`config.mk`:
```
export PLATFORM = sky130hd
export DESIGN_NAME = serial_alu
export DESIGN_NICKNAME = d
export VERILOG_FILES = /design/src/rtl/serial_alu.sv
export SDC_FILE = /design/constraint.sdc
export NUM_CORES = 1
export LEC_CHECK = 0
export ABC_CLOCK_PERIOD_IN_PS = 3030
export BUFFER_PORTS_ARGS = -buffer_cell sky130_fd_sc_hd__buf_2
export CORE_ASPECT_RATIO = 1.4
export CORE_MARGIN = 4
export CORE_UTILIZATION = 33
export CTS_CLUSTER_SIZE = 28
export DETAILED_ROUTE_END_ITERATION = 10
export MAX_ROUTING_LAYER = met4
export SLEW_MARGIN = 25
export SYNTH_ARGS = -nofsm -noshare
export SYNTH_HDL_FRONTEND = slang
export SYNTH_SLANG_ARGS = --single-unit
```
`constraint.sdc`:
```
create_clock -name clk -period 3.03 [get_ports clk]
set_input_delay 0.606 -clock clk [delete_from_list [all_inputs] [get_ports clk]]
set_output_delay 0.606 -clock clk [all_outputs]
set_load 0.05 [all_outputs]
```
`src/rtl/serial_alu.sv`:
```
// Bit-serial WIDTH-bit add/subtract unit sequencing a single one-bit full-adder slice.
// Operands are consumed LSB first; completion raises done for one cycle with carry and overflow flags.

module bit_alu (
  input  logic a,
  input  logic b,
  input  logic cin,
  input  logic ctrl,
  output logic ans,
  output logic cout
);
  logic b_eff;

  assign b_eff = b ^ ctrl;
  assign ans   = a ^ b_eff ^ cin;
  assign cout  = (a & b_eff) | (a & cin) | (b_eff & cin);
endmodule

module serial_alu #(
  parameter int WIDTH = 8,
  parameter int CNT_W = $clog2(WIDTH)
) (
  input  logic             clk,
  input  logic             rst_n,
  input  logic             start,
  input  logic             ctrl,
  input  logic [WIDTH-1:0] a,
  input  logic [WIDTH-1:0] b,
  output logic             busy,
  output logic             done,
  output logic [WIDTH-1:0] result,
  output logic             cout,
  output logic             ovf
);
  localparam logic [0:0] STATE_IDLE = 1'b0;
  localparam logic [0:0] STATE_RUN  = 1'b1;

  logic [0:0]       state;
  logic [WIDTH-1:0] a_sh;
  logic [WIDTH-1:0] b_sh;
  logic [WIDTH-2:0] r_sh;
  logic [CNT_W-1:0] cnt;
  logic             ctrl_q;
  logic             carry_q;
  logic             bit_ans;
  logic             bit_cout;
  logic [WIDTH-1:0] r_cat;
  logic             last_bit;

  bit_alu u_bit_alu (
    .a    (a_sh[0]),
    .b    (b_sh[0]),
    .cin  (carry_q),
    .ctrl (ctrl_q),
    .ans  (bit_ans),
    .cout (bit_cout)
  );

  // Result bits enter at the top and walk down; the last ANS completes the word.
  assign r_cat    = {bit_ans, r_sh};
  assign last_bit = (cnt == CNT_W'(WIDTH - 1));

  always_ff @(posedge clk or negedge rst_n) begin
    if (!rst_n) begin
      state   <= STATE_IDLE;
      a_sh    <= '0;
      b_sh    <= '0;
      r_sh    <= '0;
      cnt     <= '0;
      ctrl_q  <= 1'b0;
      carry_q <= 1'b0;
      busy    <= 1'b0;
      done    <= 1'b0;
      result  <= '0;
      cout    <= 1'b0;
      ovf     <= 1'b0;
    end else begin
      done <= 1'b0;
      case (state)
        STATE_IDLE: begin
          if (start) begin
            a_sh    <= a;
            b_sh    <= b;
            ctrl_q  <= ctrl;
            // Subtraction is A + ~B + 1: the +1 rides in as the initial carry.
            carry_q <= ctrl;
            cnt     <= '0;
            busy    <= 1'b1;
            state   <= STATE_RUN;
          end
        end
        STATE_RUN: begin
          r_sh    <= r_cat[WIDTH-1:1];
          a_sh    <= a_sh >> 1;
          b_sh    <= b_sh >> 1;
          carry_q <= bit_cout;
          cnt     <= cnt + CNT_W'(1);
          if (last_bit) begin
            result <= r_cat;
            cout   <= bit_cout;
            // Carry into the MSB differs from carry out exactly on signed overflow.
            ovf    <= carry_q ^ bit_cout;
            done   <= 1'b1;
            busy   <= 1'b0;
            state  <= STATE_IDLE;
          end
        end
        default: state <= STATE_IDLE;
      endcase
    end
  end
endmodule

```
==> impl_metrics.json <==
{
  "critPathTopFamily": "flip-flops",
  "drc": 0,
  "path_clk_slew_ns": 0.08,
  "grt_pass1_vias": 1109,
  "io_buffers": 31,
  "critPathKind": "reg2out",
  "regToRegStartpoint": "state",
  "dieArea_sq_um": 6660,
  "skew_ns": 0.00609,
  "crit_buf_inv": 1,
  "startpoint": "busy",
  "hold_violations": 0,
  "nets": 191,
  "layout-drive-gt1-share_pct": 32.5,
  "cp_slowest_stage_delay_ns": 0.36,
  "grt_setup_unrepaired": "false",
  "synthFlopType": "dfrtp_1",
  "syn_inst": 137,
  "die-width_um": 70.1,
  "critPathCaptureType": "output pin",
  "start_util_pct": 34.3,
  "clock_latency_ns": 0.29,
  "post_cts_resized": 0,
  "synth_top_area_share_pct": 57.5,
  "post-route-min-period_ns": 1.53,
  "rr_endpoint": "cnt[1]",
  "overflow": 0,
  "yosysTopAreaCell": "dfrtp_1",
  "insertedDiodeCount": 0,
  "antenna_found_initial": 0,
  "die_height_um": 95.0,
  "core-area_sq_um": 5200,
  "crit_chain": "buf_2",
  "setup_viol": 0,
  "clock-root-buffer": "clkbuf_8",
  "combPwrFrac_pct": 40.7,
  "ys_warn_count": 0,
  "hpwlAfterDp_um": 2130,
  "grt_max_degree": 42,
  "drt-vias-per-instance": 4.60,
  "drt-wirelength-per-cell_um": 12.7,
  "fmax_mhz": 652,
  "synth_most_common_cell": "dfrtp_1",
  "grt_use_total_pct": 10.5,
  "syn_to_final_growth_pct": 16.8,
  "tritoncts": "done",
  "cap_viol_max_count": 0,
  "tightest_slew_ns": 0.883,
  "worst_slack_ns": 1.50,
  "slew_headroom_pct": 41.1,
  "holdWs_ns": 0.424,
  "cts.htree.levels": 2,
  "arrival_ns": 0.93,
  "required_ns": 2.42,
  "grt_pass1_wl_um": 5310,
  "endpoint": "busy",
  "clockPowerShare_pct": 19.1,
  "power_leakage_nw": 1.07,
  "ys_seq_area_share_pct": 57.5,
  "hold_class": "in2async",
  "seq_power_share_pct": 40.2,
  "rows": 31,
  "path_max_fanout": 3,
  "final_util_pct": 40.1,
  "gp_congestion": 0.718,
  "worstSetupStartpointType": "flip-flop",
  "cts_made_buffers": 5,
  "status": "complete, no violations",
  "min_period_over_period_pct": 50.6,
  "slowest_stage": "dfrtp_1",
  "async_reset_ff_share_pct": 100,
  "slew_violations": 0,
  "dr.pass1.iters": 4,
  "clockBufferDepth": 2,
  "switching_power_mw": 0.895,
  "hold_buffers": 0,
  "crit_cells": 1,
  "ys_ff_latch": 41,
  "r2r_cells": 3,
  "syn-num-nets": 160,
  "synth-edff-count": 0,
  "r2r_setup_slack_ns": 1.51,
  "synth.avg_cell_area_sq_um": 13.0,
  "synth_area_sq_um": 1780,
  "route.vias.total": 1082,
  "p_sw_share_pct": 38.1,
  "ant_nets": 0,
  "p_per_area_nw_per_um2": 1130,
  "io_pins": 32,
  "fin_tns_setup_ns": 0,
  "first_iter_violations": 51,
  "ys_types": 21,
  "vdd_drop_max_v": 0.000332,
  "intPower_mw": 1.45,
  "postCtsSetupBuffers": 0,
  "place_ws_ns": 1.28,
  "synthTopCellsByCount": "dfrtp_1 (41), mux2i_1 (22), nand2_1 (14), o21ai_0 (14), mux2_2 (8)",
  "drt-total-wl_um": 2980,
  "clock_sinks": 41,
  "synth.area.top_cells": "dfrtp_1 (58%), mux2i_1 (12%), mux2_4 (5.9%)"
}
==> logic make-up (layout without fill, tap and decap cells) <==
| group | Yosys count | after routing | synth area share [%] |
|---|---|---|---|
| AO/OA/AOI/OAI | 18 | 18 | 5.54 |
| XOR/XNOR | 2 | 2 | 0.983 |
| adder cells (fa/ha/maj) | 3 | 3 | 2.53 |
| buffers and inverters | 15 | 47 | 4.98 |
| flip-flops | 41 | 41 | 57.5 |
| multiplexers | 37 | 37 | 23.3 |
| AND/OR/NAND/NOR | 21 | 21 | 5.12 |
==> flip-flops by register name, indices dropped and copies added (netlist names) <==
register  count
a_sh          8
carry_q       1
ctrl_q        1
state         1
r_sh          7
ovf           1
done          1
b_sh          8
cnt           3
busy          1
cout          1
result        8
==> per-stage QoR <==
stage	total power, mW	cell area, sq um	cells
global placement	1.88	1970	227
finish	2.35	2080	235
detailed placement	1.93	1970	227
global route	2.53	2080	235
CTS	2.39	2080	235
floorplan	1.74	1780	137
==> layout make-up <==
type	instances	area [sq um]
clock buffer	7	86.3
clock inverter	1	30.0
fill	525	3120
inverter	7	26.3
multi-input combinational	81	668
sequential	41	1030
tap	66	82.6
timing repair buffer	32	163
==> placed cells by master, fill, tap and decap left out <==
cell type  netlist  final
clkbuf_1         1      1
mux2_2           8      8
dfrtp_1         41     41
a21oi_1          1      1
inv_1            7      7
buf_4            2      1
clkbuf_8         0      6
nand2b_1         1      1
mux2i_1         22     22
a22o_1           2      2
fa_1             1      1
mux2_4           7      7
nor2b_1          1      1
buf_2            2     31
nand2_4          1      1
bufinv_16        0      1
xnor2_1          2      2
ha_1             2      2
nor2_1           4      4
o22ai_1          1      1
nand2_1         14     14
o21ai_0         14     14
==> power by group through the flow <==
stage               clock network, mW  logic, mW  registers [mW]
floorplan                           0      0.561            1.17
global placement                    0      0.930           0.949
detailed placement                  0      0.969           0.962
CTS                             0.461      0.978           0.951
global route                    0.490       1.05           0.984
finish                          0.448      0.956           0.945
==> worst min-delay path by stage <==
stage	slack, ns	cells past startpoint	endpoint
4_1_cts	0.47	1	a_sh[5]
3_5_place_dp	0.48	2	b_sh[1]
5_1_grt	0.50	1	a_sh[7]
2_1_floorplan	0.31	0	a_sh[0]
3_3_place_gp	0.46	2	b_sh[2]
6_report	0.42	1	a_sh[6]
==> per-layer routing <==
layer	global-route usage, %	vias to the layer above	share of wire (%)
li1	-	522	-
met2	16.9	26	49
met3	3.62	7	5.8
met1	11.9	527	43
met5	-	-	0
met4	4.79	0	2.0
Power figures use the tool's default switching activity.
